File: src/rtl/regfile_writeback.sv
// Write-side master for the register file: merges ALU results and in-order
// load responses into one registered write per cycle; tracks pending loads.
// Ports: clk, rst (async active-low); ALU in; load issue/response; decode
// sources; load_full, hazard_stall; rd_address/register_write_en/_data;
// wb_error. Optional WB_BYPASS_EN adds byp_a/b_valid and byp_a/b_data.
module regfile_writeback #(
  parameter int LOAD_DEPTH = 4
) (
  input  logic        clk,
  input  logic        rst,
  input  logic        alu_valid,
  input  logic [4:0]  alu_rd,
  input  logic [31:0] alu_data,
  input  logic        load_issue,
  input  logic [4:0]  load_rd,
  input  logic        mem_resp_valid,
  input  logic [31:0] mem_resp_data,
  output logic        mem_resp_ready,
  input  logic [4:0]  dec_rs1,
  input  logic [4:0]  dec_rs2,
  input  logic [4:0]  dec_rd,
  output logic        load_full,
  output logic        hazard_stall,
  output logic [4:0]  rd_address,
  output logic        register_write_en,
  output logic [31:0] register_write_data,
  output logic        wb_error
`ifdef WB_BYPASS_EN
  ,
  output logic        byp_a_valid,
  output logic        byp_b_valid,
  output logic [31:0] byp_a_data,
  output logic [31:0] byp_b_data
`endif
);

  localparam int PW = $clog2(LOAD_DEPTH);
  localparam int CW = PW + 1;

  logic [4:0]    fifo_q [LOAD_DEPTH];
  logic [4:0]    fifo_d [LOAD_DEPTH];
  logic [PW-1:0] wr_ptr_q, wr_ptr_d;
  logic [PW-1:0] rd_ptr_q, rd_ptr_d;
  logic [CW-1:0] count_q, count_d;
  logic          hold_valid_q, hold_valid_d;
  logic [31:0]   hold_data_q, hold_data_d;
  logic [4:0]    wb_rd_q, wb_rd_d;
  logic          wb_en_q, wb_en_d;
  logic [31:0]   wb_data_q, wb_data_d;
  logic          err_q, err_d;

  logic       full;
  logic       sel_hold;
  logic       push;
  logic       accept;
  logic       has_entry;
  logic [4:0] head_rd;

  assign full     = (count_q == CW'(LOAD_DEPTH));
  assign head_rd  = fifo_q[rd_ptr_q];
  assign sel_hold = !alu_valid && hold_valid_q;
  assign push     = load_issue && (!full || sel_hold);

  // The hold register frees up on the same edge it drains, so a new
  // response can be taken without a bubble.
  assign mem_resp_ready = !hold_valid_q || sel_hold;
  assign accept         = mem_resp_valid && mem_resp_ready;

  // The hold entry always owns the FIFO head; a new response needs
  // another pending destination behind it.
  assign has_entry = count_q > {{PW{1'b0}}, hold_valid_q};

  always_comb begin
    fifo_d = fifo_q;
    if (push) fifo_d[wr_ptr_q] = load_rd;
    wr_ptr_d = push ? wr_ptr_q + 1'b1 : wr_ptr_q;
    rd_ptr_d = sel_hold ? rd_ptr_q + 1'b1 : rd_ptr_q;
    count_d  = count_q + CW'(push) - CW'(sel_hold);

    hold_valid_d = hold_valid_q && !sel_hold;
    hold_data_d  = hold_data_q;
    if (accept && has_entry) begin
      hold_valid_d = 1'b1;
      hold_data_d  = mem_resp_data;
    end

    wb_en_d   = 1'b0;
    wb_rd_d   = '0;
    wb_data_d = '0;
    if (alu_valid) begin
      wb_en_d   = (alu_rd != 5'd0);
      wb_rd_d   = alu_rd;
      wb_data_d = alu_data;
    end else if (hold_valid_q) begin
      wb_en_d   = (head_rd != 5'd0);
      wb_rd_d   = head_rd;
      wb_data_d = hold_data_q;
    end

    err_d = err_q
          | (accept && !has_entry)
          | (load_issue && full && !sel_hold);
  end

  always_comb begin
    hazard_stall = 1'b0;
    for (int k = 0; k < LOAD_DEPTH; k++) begin
      if (k < int'(count_q)) begin
        if (fifo_q[rd_ptr_q + PW'(k)] != 5'd0 &&
            (fifo_q[rd_ptr_q + PW'(k)] == dec_rs1 ||
             fifo_q[rd_ptr_q + PW'(k)] == dec_rs2 ||
             fifo_q[rd_ptr_q + PW'(k)] == dec_rd))
          hazard_stall = 1'b1;
      end
    end
  end

  always_ff @(posedge clk or negedge rst) begin
    if (!rst) begin
      for (int i = 0; i < LOAD_DEPTH; i++) fifo_q[i] <= '0;
      wr_ptr_q     <= '0;
      rd_ptr_q     <= '0;
      count_q      <= '0;
      hold_valid_q <= 1'b0;
      hold_data_q  <= '0;
      wb_en_q      <= 1'b0;
      wb_rd_q      <= '0;
      wb_data_q    <= '0;
      err_q        <= 1'b0;
    end else begin
      fifo_q       <= fifo_d;
      wr_ptr_q     <= wr_ptr_d;
      rd_ptr_q     <= rd_ptr_d;
      count_q      <= count_d;
      hold_valid_q <= hold_valid_d;
      hold_data_q  <= hold_data_d;
      wb_en_q      <= wb_en_d;
      wb_rd_q      <= wb_rd_d;
      wb_data_q    <= wb_data_d;
      err_q        <= err_d;
    end
  end

  assign load_full           = full;
  assign rd_address          = wb_rd_q;
  assign register_write_en   = wb_en_q;
  assign register_write_data = wb_data_q;
  assign wb_error            = err_q;

`ifdef WB_BYPASS_EN
  // Enable already implies rd != 0.
  assign byp_a_valid = wb_en_q && (wb_rd_q == dec_rs1);
  assign byp_b_valid = wb_en_q && (wb_rd_q == dec_rs2);
  assign byp_a_data  = wb_data_q;
  assign byp_b_data  = wb_data_q;
`endif

endmodule

File: config.mk
export PLATFORM = sky130hd
export DESIGN_NAME = regfile_writeback
export DESIGN_NICKNAME = d
export VERILOG_FILES = /design/src/rtl/regfile_writeback.sv
export SDC_FILE = /design/constraint.sdc
export NUM_CORES = 1
export LEC_CHECK = 0
export ABC_AREA = 1
export BUFFER_PORTS_ARGS = -buffer_cell sky130_fd_sc_hd__buf_2
export CAP_MARGIN = 15
export CORE_UTILIZATION = 42
export DETAILED_ROUTE_END_ITERATION = 10
export PLACE_DENSITY_LB_ADDON = 0.25
export SETUP_SLACK_MARGIN = 0.3
export SLEW_MARGIN = 30
export SYNTH_ARGS = -nofsm -noshare
export SYNTH_HDL_FRONTEND = slang
export SYNTH_SLANG_ARGS = --single-unit
File: constraint.sdc
create_clock -name clk -period 2.5 [get_ports clk]
set_clock_uncertainty 0.05 [all_clocks]
set_input_delay 0 -clock clk [delete_from_list [all_inputs] [get_ports clk]]
set_output_delay 0 -clock clk [all_outputs]
set_load 0.1 [all_outputs]
==> results of run 1 <==
[through the flow]
step                setup WS, ns  utilization
CTS                        0.198        0.627
global route             -0.0352        0.657
detailed placement         0.241        0.502
global placement           0.280        0.502
finish                     0.107        0.657
floorplan                 0.0119            -
[per-layer routing]
metal	share of wire	vias to the layer above	GRT usage
met5	0	-	0
met4	0.033	0	0.138
met3	0.084	57	0.0643
met2	0.50	300	0.494
met1	0.38	2812	0.348
li1	-	2723	-
[report_power, final]
| group | switching [µW] | internal, µW | total (µW) |
|---|---|---|---|
| logic | 5610 | 2780 | 8390 |
| registers | 449 | 2240 | 2690 |
| clock network | 704 | 712 | 1420 |
[worst paths after layout]
path                                          from                           to  slack, ns  cells after the start
hold / removal                           alu_valid      wr_ptr_q[0]$_DFFE_PN0P_       0.08                      6
hold reg to reg                 wb_error$_DFF_PN0_           wb_error$_DFF_PN0_       0.44                      2
setup reg to reg              count_q[2]$_DFF_PN0_         count_q[2]$_DFF_PN0_       0.53                     11
setup / recovery           rd_ptr_q[0]$_DFFE_PN0P_                 hazard_stall       0.11                     16
max in group asynchronous                      rst      rd_ptr_q[1]$_DFFE_PN0P_       1.36                      3
min in group asynchronous                      rst  hold_data_q[15]$_DFFE_PN0P_       0.23                      2
[tightest hold or removal path, stage by stage]
cell and delay [ns]:
sky130_fd_sc_hd__buf_2 0.10, sky130_fd_sc_hd__nor2_2 0.04, sky130_fd_sc_hd__inv_1 0.06, sky130_fd_sc_hd__nand2_1 0.06
sky130_fd_sc_hd__nand2_2 0.11, sky130_fd_sc_hd__xor2_1 0.07
[layout by cell type (no fill, tap or decap), types with 2 or more instances in the layout]
| cell type | n |
|---|---|
| sky130_fd_sc_hd__clkinv_8 | 3 |
| sky130_fd_sc_hd__o22ai_1 | 3 |
| sky130_fd_sc_hd__dlygate4sd3_1 | 77 |
| sky130_fd_sc_hd__buf_12 | 4 |
| sky130_fd_sc_hd__a21oi_1 | 6 |
| sky130_fd_sc_hd__nand2_4 | 20 |
| sky130_fd_sc_hd__nand2_8 | 10 |
| sky130_fd_sc_hd__buf_6 | 3 |
| sky130_fd_sc_hd__nand3_2 | 21 |
| sky130_fd_sc_hd__buf_2 | 133 |
| sky130_fd_sc_hd__mux2_2 | 32 |
| sky130_fd_sc_hd__inv_6 | 2 |
| sky130_fd_sc_hd__inv_2 | 3 |
| sky130_fd_sc_hd__buf_16 | 2 |
| sky130_fd_sc_hd__nor2_1 | 17 |
| sky130_fd_sc_hd__nor2_4 | 2 |
| sky130_fd_sc_hd__nor2_2 | 7 |
| sky130_fd_sc_hd__clkbuf_16 | 10 |
| sky130_fd_sc_hd__o21ai_1 | 2 |
| sky130_fd_sc_hd__dfrtp_2 | 3 |
| sky130_fd_sc_hd__clkinv_4 | 2 |
| sky130_fd_sc_hd__ha_1 | 7 |
| sky130_fd_sc_hd__nand2_1 | 204 |
| sky130_fd_sc_hd__nand2_2 | 49 |
| sky130_fd_sc_hd__nand3_4 | 5 |
| sky130_fd_sc_hd__inv_8 | 3 |
| sky130_fd_sc_hd__inv_1 | 45 |
| sky130_fd_sc_hd__dfrtp_1 | 96 |
| sky130_fd_sc_hd__o21ai_0 | 27 |
| sky130_fd_sc_hd__xor2_1 | 15 |
| sky130_fd_sc_hd__buf_4 | 13 |
| sky130_fd_sc_hd__a22o_1 | 32 |
| sky130_fd_sc_hd__nand3_1 | 48 |
[flip-flops by register name, indices dropped and copies added, names as in the netlist]
name,flops
count_q,3
rd_ptr_q,2
fifo_q,20
rd_address,5
register_write_en,1
wr_ptr_q,2
wb_error,1
hold_data_q,32
hold_valid_q,1
register_write_data,32
[repair_timing]
| item | in CTS | in global routing |
|---|---|---|
| pin swaps | 21 | 46 |
| resized for setup | 94 | 79 |
| gates cloned | 8 | 1 |
| buffers inserted | 7 | 4 |
| hold buffers | 77 | 0 |
| setup endpoints to repair | 1 | 1 |
| hold endpoints to repair | 153 | 0 |
[cell families after synthesis]
logic type	Yosys count	synth area share
AND/OR/NAND/NOR	383	0.285
multiplexers	32	0.0657
AO/OA/AOI/OAI	76	0.0933
XOR/XNOR	15	0.0239
adder cells (fa/ha/maj)	9	0.0219
buffers and inverters	71	0.0584
flip-flops	99	0.451
[final cells by class]
| cell class | count | area, µm² | share of cell area |
|---|---|---|---|
| multi-input combinational | 519 | 3350 | 0.402 |
| sequential | 99 | 2480 | 0.298 |
| timing repair buffer | 234 | 1740 | 0.209 |
| clock buffer | 9 | 225 | 0.0271 |
| tap | 172 | 215 | 0.0259 |
| inverter | 51 | 214 | 0.0257 |
| clock inverter | 7 | 80.1 | 0.00962 |
| timing repair inverter | 2 | 17.5 | 0.00210 |
==> impl.org, run 1 <==
** Synth
- Mean post-synth cell area :: roughly 8.0 µm²
- Of the synthesized area, sequential elements account for 0.451.
- Most used flip-flop cell after synthesis :: sky130_fd_sc_hd__dfrtp_1
- Synth Net Count :: roughly 800
- Yosys printed 0 warnings.
- Post-synth EDFFs :: 0
- Synthesis produced ~700 cells.
- Most numerous cell types in the synthesized netlist :: sky130_fd_sc_hd__nand2_1 (271), sky130_fd_sc_hd__dfrtp_1 (99), sky130_fd_sc_hd__nand3_1 (74)
- By area the synthesized netlist is led by sky130_fd_sc_hd__dfrtp_1 (45%), sky130_fd_sc_hd__nand2_1 (19%), sky130_fd_sc_hd__nand3_1 (6.7%), sky130_fd_sc_hd__mux2_2 (6.6%), sky130_fd_sc_hd__a22o_1 (5.1%).
- The synthesized design contains 99 register bits.
- After synthesis, the netlist uses 29 different library cells.
- Area leader, netlist :: sky130_fd_sc_hd__dfrtp_1
- Mapped cell area :: ~5500 µm²
- In the post-synthesis netlist, the cell with the most instances is sky130_fd_sc_hd__nand2_1.
- Share of Yosys cell area claimed by the top area cell type :: 0.451
- Fraction of registers with async set/reset :: 1.00

** Cells and area
- Area Overhead vs Synth :: 51.6%
- In the final design database the tool counted about 1000 nets.
- Once layout is complete, the cells apart from fillers number ~1100.
- 0 antenna diodes ended up in the layout.
- Finished layout cell area :: approximately 8300 µm²
- Counting the fill cells in the layout gives about 1000.
- Share of cells above drive strength 1 :: 0.364

** Global route
- Vias in the first global route :: 5942
- Total global routing overflow :: 0
- Number of antenna violations at the first check in global routing :: 0
- Maximum number of pins on one net before global-route repair :: 64
- The first global-routing pass estimated 29.4 mm of wire.
- Global Route Usage Sum :: 0.290

** Clocking
- Number of buffers inserted during clock tree synthesis :: 9
- TritonCTS built the clock tree.
- The later pin in the worst-skew pair is clocked with a latency of 0.35 ns.
- In this run the clock root is driven by a sky130_fd_sc_hd__clkbuf_16.
- H-tree levels :: 3
- Clock-pin slew was measured on the worst setup and hold paths at approximately 0.070 ns.
- # clock sinks :: just under 100
- The clock passes through at most 2 buffers.

** Floorplan
- Top Ports :: 136
- The initial utilization of the core area, before any placement, comes to 0.433.
- Area enclosed by the die boundary :: 13500 µm²
- The initialized floorplan defines approximately 40 standard-cell rows.
- The core region is between 10000 and 15000 µm².
- Horizontal die dimension :: between 100 and 150 µm
- The die is between 100 and 150 µm tall.

** STA
- The number of failing hold endpoints at the final stage was 0.
- Timing would allow up to 418 MHz.
- Adding up every negative setup slack in the final design gives 0 ns.
- Actual transition at the worst max-transition pin :: 0.832 ns
- The tightest hold path in the finished design has a slack of slightly below 0.08 ns.
- Setup violators final :: 0
- Setup repair after global routing could not meet its margin everywhere.
- In this run the tightest slew margin relative to its limit is 0.446.
- Dividing the final minimum period by the clock period gives 0.957.
- Min Tclk post-route :: 2.39 ns
- Max-slew violation count :: 0

** Place
- Placed instance count :: 980
- Port Buffers :: between 100 and 150
- The HPWL after detailed placement is approximately 12 mm.
- The congestion estimate from routability-driven global placement came to between 0.9 and 1.
- Cell area reported after detailed placement :: between 6000 and 7000 µm²

** Worst setup path
- Cell chain of the critical path :: buf_12, buf_16, nand2_8, nand2_8, nand2_8, nand2_4, nand2_1, nand2_1, nor2_2, nand3_1, nand3_1, nand2_1, nand2_1, inv_2, nand2_4, buf_12
- In this design, the critical path's most frequently occurring cell is sky130_fd_sc_hd__nand2_1.
- Classification of the worst setup path :: reg2out
- The slowest stage of the critical path belongs to the cell sky130_fd_sc_hd__dfrtp_2.
- Data arrival at the endpoint of the critical path :: 2.34 ns
- Along the worst path, the maximum fanout reaches 7.
- STA classifies the critical path startpoint as a flip-flop.
- Crit path buffers/inverters :: 4
- Kind of end point of the critical path :: output pin
- Broken down by cell family, the worst path's largest delay share belongs to simple AND/OR/NAND/NOR gates.
- Data required, critical path :: approximately 2.5 ns
- Critical Path Max Stage Delay :: between 0.4 and 0.5 ns

** Pwr
- For this design the ratio of total power to cell area is 1500 nW/µm².
- Total power consumption of the routed design :: about 12000 µW
- Across the VDD grid, the largest voltage drop is 0.000820 V.
- In this run the static leakage power is around 0.0042 µW.

** Drt
- Initial DRT Pass Iterations :: 7
- Total Wirelength :: between 15 and 20 mm
- Number of vias per cell :: around 5.4
- Once detail routing completed, the nets flagged for antenna violations numbered 0.
- Via count :: 5892
- DR WL/cell :: approximately 18 µm
- DRC marker count from the first detailed-route iteration :: 505
- After detailed routing, the number of remaining DRC violations is 0.

** Outcome
- The run finished with clean final reports.

** Run
- MaxCap Viol Count :: 0

** Hold path
- Hold Path Class :: in2reg
Note: power is estimated with default switching activity, not from simulation.
==> run 2: changes to the inputs <==
--- a/config.mk
+++ b/config.mk
@@ -8,7 +8,10 @@
 export ABC_AREA = 1
 export BUFFER_PORTS_ARGS = -buffer_cell sky130_fd_sc_hd__buf_2
 export CAP_MARGIN = 15
-export CORE_UTILIZATION = 42
+export CELL_PAD_IN_SITES_DETAIL_PLACEMENT = 1
+export CELL_PAD_IN_SITES_GLOBAL_PLACEMENT = 2
+export CORE_ASPECT_RATIO = 0.8
+export CORE_UTILIZATION = 31
 export DETAILED_ROUTE_END_ITERATION = 10
 export PLACE_DENSITY_LB_ADDON = 0.25
 export SETUP_SLACK_MARGIN = 0.3
==> impl.org, run 2 (same netlist as run 1, synthesis figures left out) <==
** Global route
- The initial antenna violation count came to 0 (unchanged).
- Vias in the first global route :: 5845 (was 5942)
- Global-route wire length before repair :: 31.6 mm (was 29.4 mm)
- The largest net degree at the start of global routing was 100 (was 64).
- The routing usage on met2 was 0.370 (was 0.494).
- Global Route Usage Sum :: 0.228 (was 0.290)
- Routing usage on met3 :: 0.0462 (was 0.0643)
- Met1 GRT Util :: 0.311 (was 0.348)
- The global route total overflow came to 0 (unchanged).
- Highest-utilization routing layer at the global route stage :: met2 (unchanged)

** Clocking
- The buffer depth of the longest clock path was 2 (unchanged).
- The clock-pin slew on the worst setup and hold paths is 0.07 ns (about the same).
- Clock tree from TritonCTS :: yes (unchanged)
- H-tree levels :: 3 (unchanged)
- The clock network latency to the later pin of the worst-skew pair is 0.36 ns (was 0.35 ns).
- The clock root buffer master is sky130_fd_sc_hd__clkbuf_16 (unchanged).
- The number of buffers created by CTS came to 9 (unchanged).
- The clock sink count was 99 (unchanged).

** Floorplan
- CORE AREA :: 17300 µm² (was 12700 µm²)
- The count of pins on the block boundary came to 136 (unchanged).
- The area of the die came to 18200 µm² (was 13500 µm²).
- The vertical die dimension is 121 µm (was 116 µm).
- The initial core utilization is 0.317 (was 0.433).
- Row count :: 43 (was 41)
- The die extent in x came to 151 µm (was 116 µm).

** STA
- The max-slew violation total from the final report came to 0 (unchanged).
- The worst-case headroom to the max-slew limit came to 0.599 (was 0.446).
- Post-route worst setup slack :: 0.0919 ns (was 0.107 ns)
- The worst hold-check slack was 0.125 ns (was 0.0794 ns).
- Min Tclk post-route :: 2.41 ns (was 2.39 ns)
- Total count of hold-check failures in the final report :: 0 (unchanged)
- Setup violators final :: 0 (unchanged)
- The slew of the pin with the lowest slew margin is 0.602 ns (was 0.832 ns).
- The post-route clock period utilization came to 0.963 (was 0.957).
- Setup repair after global routing missed its margin :: true (unchanged)
- Max Fclk :: 415 MHz (was 418 MHz)

** Place
- The count of input and output buffers was 135 (unchanged).
- The last weighted congestion value of the routability-driven placer is 0.920 (was 0.983).
- The worst slack at placement was 0.180 ns (was 0.241 ns).
- Sum of net half-perimeters after detailed placement :: 14.0 mm (was 12.0 mm)
- Placed instance count :: 1036 (was 980)

** Worst setup path
- The data arrival time at the worst-slack endpoint is 2.36 ns (was 2.34 ns).
- Max FO, Critical Path :: 11 (was 7)
- The sum of buffers and inverters on the critical path was 4 (unchanged).
- The length in cells of the worst reg-to-reg path was 11 (unchanged).
- Cell chain of the critical path: buf_12, nand2_1, nand3_2, nand2_2, buf_4, xor2_1, nor2_1, nand2_1, nand3_1, nand2_1, nand2_1, inv_1, nand2_2, buf_12 (was buf_12, buf_16, nand2_8, nand2_8, nand2_8, nand2_4, nand2_1, nand2_1, nor2_2, nand3_1, nand3_1, nand2_1, nand2_1, inv_2, nand2_4, buf_12).
- The worst-path cell with the longest stage delay is sky130_fd_sc_hd__dfrtp_2 (unchanged).
- Family with the most delay on the worst path :: simple AND/OR/NAND/NOR gates (unchanged)
- Type of element launching the critical path :: flip-flop (unchanged)
- The total number of cells along the worst setup path is 14 (was 16).
- The critical path class is reg2out (unchanged).
- The cell occurring most often along the worst timing path is sky130_fd_sc_hd__nand2_1 (unchanged).
- The kind of capture point of the worst setup path is an output pin (unchanged).
- The data required time of the worst path came to 2.45 ns (about the same).
- The delay of the slowest critical-path stage was 0.49 ns (was 0.46 ns).

** Drt
- The remaining number of nets flagged by the antenna check after routing came to 0 (unchanged).
- The number of optimization iterations in the first detailed-route pass came to 6 (was 7).
- DRC marker count from the first detailed-route iteration :: 241 (was 505)
- Via count :: 5486 (was 5892)
- Number of vias per cell :: 4.80 (was 5.39)
- The average wire per cell in the routed design is 17.4 µm (was 17.7 µm).
- The total DRC errors in the routed layout came to 0 (unchanged).
- The final wirelength is 19.8 mm (was 19.3 mm).

** Cells and area
- Commonest non-fill, non-tap cells in the layout :: sky130_fd_sc_hd__nand2_1 (233), sky130_fd_sc_hd__buf_2 (133), sky130_fd_sc_hd__dfrtp_1 (96) (was sky130_fd_sc_hd__nand2_1 (204), sky130_fd_sc_hd__buf_2 (133), sky130_fd_sc_hd__dfrtp_1 (96))
- Total of fill cells in the finished design :: 2090 (was 1017)
- Most common cell after layout, fill and taps aside :: sky130_fd_sc_hd__nand2_1 (unchanged)
- The number of nets in the layout came to 1016 (was 1019).
- Share of cells above drive strength 1 :: 0.316 (was 0.364)
- Total inserted antenna cells :: 0 (unchanged)
- Area Overhead vs Synth :: 45.7% (was 51.6%)
- Number of cells in the finished layout apart from fillers :: 1143 (was 1093)
- The area of the multi-input gates was 3030 µm² (was 3350 µm²).
- The area used by sequential logic in the layout was 2480 µm² (unchanged).

** Hold path
- The worst min-delay path category is in2reg (unchanged).
- The number of instances on the worst hold path is 6 (unchanged).

** Outcome
- Outcome: finished, final reports clean (unchanged).

** Pwr
- The cell area power density is 1450 nW/µm² (was 1500 nW/µm²).
- Leakage power figure :: 0.00412 µW (was 0.00424 µW)
- Worst IR Drop VDD :: 0.000770 V (was 0.000820 V)

** Run
- The number of max-cap violations came to 0 (unchanged).
-- run 2: per-stage QoR --
step | utilization | instance area (µm²) | TNS [ns] | total power [µW]
after global routing | 0.461 | 7990 | -0.0586 | 12500
after floorplan | - | 5510 | 0 | 7300
after global placement | 0.373 | 6460 | 0 | 8930
after CTS | 0.456 | 7900 | 0 | 11400
after detailed placement | 0.373 | 6460 | 0 | 9110
final | 0.461 | 7990 | 0 | 11600
-- run 2: power breakdown --
part	leakage, µW	total, µW	internal (µW)	switching, µW
clock	0.000148	1400	710	689
sequential	0.00120	2700	2240	462
combinational	0.00277	7480	2390	5080
total	0.00412	11600	5340	6230
-- run 2: worst min-delay path: cells and delay by family --
family,cells,cell delay (ns)
xor gates and xnor gates,1,0.09
buffers and inverters,2,0.17
and+or+nand+nor,3,0.23
-- run 2: worst paths after layout --
| path | startpoint | endpoint | slack [ns] |
|---|---|---|---|
| worst min register to register | hold_data_q[27]$_DFFE_PN0P_ | register_write_data[27]$_DFF_PN0_ | 0.43 |
| min in group asynchronous | rst | hold_data_q[30]$_DFFE_PN0P_ | 0.14 |
| max in group asynchronous | rst | rd_ptr_q[1]$_DFFE_PN0P_ | 1.70 |
| worst min-delay path | alu_valid | wr_ptr_q[0]$_DFFE_PN0P_ | 0.12 |
| worst max register to register | count_q[2]$_DFF_PN0_ | count_q[2]$_DFF_PN0_ | 0.47 |
| worst max-delay path | rd_ptr_q[0]$_DFFE_PN0P_ | hazard_stall | 0.09 |
-- run 2: final cells by class --
| cell class | count | share of cell area |
|---|---|---|
| Clock buffer | 9 | 0.0282 |
| Clock inverter | 7 | 0.00955 |
| Inverter | 51 | 0.0258 |
| Multi-Input combinational cell | 518 | 0.379 |
| Sequential cell | 99 | 0.310 |
| Tap cell | 225 | 0.0352 |
| Timing Repair Buffer | 233 | 0.211 |
| Timing Repair inverter | 1 | 0.000939 |
-- run 2: layer usage --
layer | share of wire | wire length (µm)
met2 | 0.48 | 9540
met1 | 0.46 | 9140
met4 | 0.0098 | 195
met3 | 0.049 | 964
met5 | 0 | 0
-- run 2: what timing repair did --
action | 4_1_cts | 5_1_grt
cloned | 4 | 1
endpoints found under the hold margin | 192 | 0
buffers inserted | 9 | 0
gates resized for setup | 70 | 24
pin swaps | 11 | 7
endpoints found under the setup margin | 1 | 1
hold buffers | 77 | 0
==> run 3: changes to the inputs <==
--- a/config.mk
+++ b/config.mk
@@ -5,13 +5,13 @@
 export SDC_FILE = /design/constraint.sdc
 export NUM_CORES = 1
 export LEC_CHECK = 0
-export ABC_AREA = 1
+export ABC_AREA = 0
 export BUFFER_PORTS_ARGS = -buffer_cell sky130_fd_sc_hd__buf_2
 export CAP_MARGIN = 15
 export CELL_PAD_IN_SITES_DETAIL_PLACEMENT = 1
 export CELL_PAD_IN_SITES_GLOBAL_PLACEMENT = 2
 export CORE_ASPECT_RATIO = 0.8
-export CORE_UTILIZATION = 31
+export CORE_UTILIZATION = 35
 export DETAILED_ROUTE_END_ITERATION = 10
 export PLACE_DENSITY_LB_ADDON = 0.25
 export SETUP_SLACK_MARGIN = 0.3
==> impl.org, run 3 <==
** Hold path
- The end point of the worst hold path was wr_ptr_q[0]$_DFFE_PN0P_ (unchanged).
- Start point of the worst hold path :: load_issue (was alu_valid)
- The number of instances on the worst hold path is 3 (was 6).
- Hold Path Class :: in2reg (unchanged)

** Synth
- The net count after synthesis is 474 (was 788).
- The cell count after synthesis is 371 (was 685).
- Fraction of registers with async set/reset :: 1.00 (unchanged)
- Most numerous cell types in the synthesized netlist :: sky130_fd_sc_hd__dfrtp_1 (99), sky130_fd_sc_hd__mux2_2 (52), sky130_fd_sc_hd__a22o_1 (38) (was sky130_fd_sc_hd__nand2_1 (271), sky130_fd_sc_hd__dfrtp_1 (99), sky130_fd_sc_hd__nand3_1 (74))
- Top cells by area in the synthesized netlist: sky130_fd_sc_hd__dfrtp_1 (50%), sky130_fd_sc_hd__mux2_2 (12%), sky130_fd_sc_hd__mux4_2 (8.6%), sky130_fd_sc_hd__a22o_1 (6.7%), sky130_fd_sc_hd__xnor2_1 (6.1%) (was sky130_fd_sc_hd__dfrtp_1 (45%), sky130_fd_sc_hd__nand2_1 (19%), sky130_fd_sc_hd__nand3_1 (6.7%), sky130_fd_sc_hd__mux2_2 (6.6%), sky130_fd_sc_hd__a22o_1 (5.1%)).
- The synthesized cell area is 4990 µm² (was 5490 µm²).
- The cell with the most instances after synthesis is sky130_fd_sc_hd__dfrtp_1 (was sky130_fd_sc_hd__nand2_1).
- The most used flip-flop cell after synthesis was sky130_fd_sc_hd__dfrtp_1 (unchanged).
- The number of flops mapped to enable cells by yosys was 0 (unchanged).
- Fraction of the yosys area taken by sequential cells :: 0.497 (was 0.451)
- Yosys Warn Count :: 0 (unchanged)
- The mean instance size in the synthesized netlist is 13.4 µm² (was 8.01 µm²).
- Area leader, netlist :: sky130_fd_sc_hd__dfrtp_1 (unchanged)
- Post-synthesis cell type count :: 32 (was 29)
- The area share of the largest cell type after synthesis was 0.497 (was 0.451).
- Number of storage elements in the synthesis netlist :: 99 (unchanged)

** Cells and area
- Commonest non-fill, non-tap cells in the layout :: sky130_fd_sc_hd__buf_2 (133), sky130_fd_sc_hd__dfrtp_1 (98), sky130_fd_sc_hd__dlygate4sd3_1 (77) (was sky130_fd_sc_hd__nand2_1 (233), sky130_fd_sc_hd__buf_2 (133), sky130_fd_sc_hd__dfrtp_1 (96))
- The number of nets in the layout came to 716 (was 1016).
- The antenna diode instance count came to 0 (unchanged).
- The ratio of cells with drive above 1 in the final layout was 0.437 (was 0.316).
- The area overhead of the layout relative to synthesis is 47.3% (was 45.7%).
- The most frequent standard cell in the layout excluding fill and tap cells is sky130_fd_sc_hd__buf_2 (was sky130_fd_sc_hd__nand2_1).
- The area of all placed cells without fillers is 7350 µm² (was 7990 µm²).

** Worst setup path
- Cell chain of the critical path: buf_6, buf_4, mux4_2, or4_1, nor2_1, o21ai_1, a211o_4, buf_12 (was buf_12, nand2_1, nand3_2, nand2_2, buf_4, xor2_1, nor2_1, nand2_1, nand3_1, nand2_1, nand2_1, inv_1, nand2_2, buf_12).
- The cell type group with the largest total delay on the critical path is multiplexers (was simple AND/OR/NAND/NOR gates).
- The source of the critical timing path is rd_ptr_q[0]$_DFFE_PN0P_ (unchanged).
- Endpoint of the lowest-slack register-to-register path :: register_write_en$_DFF_PN0_ (was count_q[2]$_DFF_PN0_)
- Beginning of the worst register-to-register path :: rd_ptr_q[0]$_DFFE_PN0P_ (was count_q[2]$_DFF_PN0_)
- Data required, critical path :: 2.45 ns (about the same)
- Critical Path Max Stage Delay :: 0.56 ns (was 0.49 ns)
- The largest fanout on the critical path was 8 (was 11).
- The data arrival time at the worst-slack endpoint was 2.78 ns (was 2.36 ns).
- Classification of the worst setup path :: reg2out (unchanged)
- The startpoint kind of the worst setup timing path was a flip-flop (unchanged).
- Register-to-Register Setup Slack :: 0.36 ns (was 0.47 ns)
- Max stage delay cell, worst path :: sky130_fd_sc_hd__mux4_2 (was sky130_fd_sc_hd__dfrtp_2)
- The kind of capture point of the worst setup path is an output pin (unchanged).
- Crit path buffers/inverters :: 3 (was 4)
- Number of cells on the critical path :: 8 (was 14)
- The length in cells of the worst reg-to-reg path was 7 (was 11).

** Place
- The post-placement cell area is 6150 µm² (was 6460 µm²).
- The count of input and output buffers came to 135 (unchanged).
- The worst slack at placement came to -0.229 ns (was 0.180 ns).
- The last weighted congestion value of the routability-driven placer came to 0.884 (was 0.920).
- The total half-perimeter wirelength after legalization and detailed placement is 10.2 mm (was 14.0 mm).

** Clocking
- H-tree levels :: 3 (unchanged)
- Skew-Pair Late Insertion Delay :: 0.34 ns (was 0.36 ns)
- The buffer depth of the longest clock path came to 2 (unchanged).
- The CTS tree is yes (unchanged).
- The number of buffers created by CTS was 9 (unchanged).
- The clock root buffer master was sky130_fd_sc_hd__clkbuf_16 (unchanged).
- The clock sink count came to 99 (unchanged).
- Clock edge transition at the registers on the reported setup and hold paths :: 0.07 ns (about the same)

** Drt
- Initial DRT Pass Iterations :: 4 (was 6)
- DRC marker count from the first detailed-route iteration :: 129 (was 241)
- Number of vias per cell :: 4.98 (was 4.80)
- The average wire per cell in the routed design is 18.5 µm (was 17.4 µm).
- The total DRC errors in the routed layout was 0 (unchanged).
- Total Wirelength :: 14.8 mm (was 19.8 mm)
- Via count :: 3973 (was 5486)
- The remaining number of nets flagged by the antenna check after routing was 0 (unchanged).

** Global route
- The total global-route track usage is 0.211 (was 0.228).
- Vias in the first global route :: 4314 (was 5845)
- The initial antenna violation count was 0 (unchanged).
- The largest net degree at the start of global routing was 53 (was 100).
- Total global routing overflow :: 0 (unchanged)
- Global-route wire length before repair :: 23.2 mm (was 31.6 mm)

** STA
- The fmax was 353 MHz (was 415 MHz).
- The number of failing setup endpoints in the final timing report came to 1 (was 0).
- Min Tclk post-route :: 2.83 ns (was 2.41 ns)
- Period utilization :: 1.13 (was 0.963)
- Post-route worst setup slack :: -0.331 ns (was 0.0919 ns)
- Total count of hold-check failures in the final report :: 0 (unchanged)
- The slew of the pin with the lowest slew margin came to 0.677 ns (was 0.602 ns).
- Setup repair after global routing missed its margin :: true (unchanged)
- Max-slew violation count :: 0 (unchanged)
- The worst-case headroom to the max-slew limit was 0.549 (was 0.599).

** Pwr
- The cell area power density came to 1490 nW/µm² (was 1450 nW/µm²).
- Worst IR Drop VDD :: 0.000759 V (was 0.000770 V)
- The leakage power of the design is 0.00334 µW (was 0.00412 µW).

** Floorplan
- Horizontal die dimension :: 135 µm (was 151 µm)
- Area enclosed by the die boundary :: 14700 µm² (was 18200 µm²)
- The initial core utilization is 0.363 (was 0.317).
- Die span in y :: 109 µm (was 121 µm)
- The area of the core region is 13700 µm² (was 17300 µm²).
- Row count :: 38 (was 43)
- The count of pins on the block boundary is 136 (unchanged).

** Outcome
- Outcome: finished with violations (was finished, final reports clean).
- Violations in the final reports :: negative setup slack

** Run
- MaxCap Viol Count :: 0 (unchanged)
run 3: cell types whose count changed after synthesis, moves of 14 or more:
| cell | previous run | this run |
|---|---|---|
| sky130_fd_sc_hd__nand2_1 | 271 | 12 |
| sky130_fd_sc_hd__nor2_1 | 25 | 4 |
| sky130_fd_sc_hd__mux2_2 | 32 | 52 |
| sky130_fd_sc_hd__xnor2_1 | 0 | 35 |
| sky130_fd_sc_hd__mux4_2 | 0 | 19 |
| sky130_fd_sc_hd__xor2_1 | 15 | 29 |
| sky130_fd_sc_hd__o21ai_0 | 29 | 4 |
| sky130_fd_sc_hd__nor3_1 | 1 | 16 |
| sky130_fd_sc_hd__inv_1 | 48 | 7 |
| sky130_fd_sc_hd__nand3_1 | 74 | 11 |
run 3: area by class of cell:
cell class | instances | area, µm²
inverter | 7 | 26.3
tap | 180 | 225
clock buffer | 9 | 225
timing repair buffer | 248 | 1800
clock inverter | 7 | 148
fill | 1454 | 6390
multi-input combinational | 248 | 2450
sequential | 99 | 2480
run 3: report_power, final:
group / switching (µW) / leakage [µW] / internal (µW)
registers: 482 / 0.00119 / 2260
clock network: 630 / 0.000178 / 1090
logic: 3630 / 0.00197 / 2840
total: 4740 / 0.00334 / 6190
run 3: through the flow:
stage	std cells	total power [µW]	utilization	setup TNS, ns	hold WS, ns
2_1_floorplan	371	7210	-	0	-0.346
3_3_place_gp	703	8780	0.448	-0.143	0.0219
3_5_place_dp	703	8960	0.448	-0.229	0.0312
4_1_cts	798	11000	0.534	-0.340	0.0606
5_1_grt	798	11600	0.535	-0.441	0.0737
6_report	798	10900	0.535	-0.331	0.0730
run 3: cell families after synthesis:
| logic type | after synthesis | share of synthesized area |
|---|---|---|
| flip-flops | 99 | 0.497 |
| multiplexers | 72 | 0.208 |
| XOR/XNOR | 64 | 0.112 |
| AO/OA/AOI/OAI | 55 | 0.0876 |
| AND/OR/NAND/NOR | 48 | 0.0462 |
| buffers and inverters | 24 | 0.0246 |
| adder cells (fa/ha/maj) | 9 | 0.0241 |
run 3: repair_timing:
action,CTS,global route
pin swaps,1,2
gates cloned,0,0
hold buffers,77,0
setup buffers,2,0
hold endpoints to repair,142,0
setup endpoints to repair,2,2
resized for setup,9,2
run 3: layer usage:
metal	global-route usage	share of wire	vias to the layer above
met2	0.362	0.49	95
li1	-	-	1840
met5	0	0	-
met3	0.0358	0.038	20
met1	0.275	0.45	2018
met4	0.0562	0.017	0
run 3: worst min-delay path: stages:
cell,delay (ns)
sky130_fd_sc_hd__buf_2,0.12
sky130_fd_sc_hd__a21boi_4,0.17
sky130_fd_sc_hd__xnor2_1,0.13
run 3: worst max-delay path by stage:
| stage | slack, ns | to |
|---|---|---|
| 2_1_floorplan | 0.18 | hazard_stall |
| 3_3_place_gp | -0.14 | hazard_stall |
| 3_5_place_dp | -0.23 | hazard_stall |
| 4_1_cts | -0.34 | hazard_stall |
| 5_1_grt | -0.44 | hazard_stall |
| 6_report | -0.33 | hazard_stall |
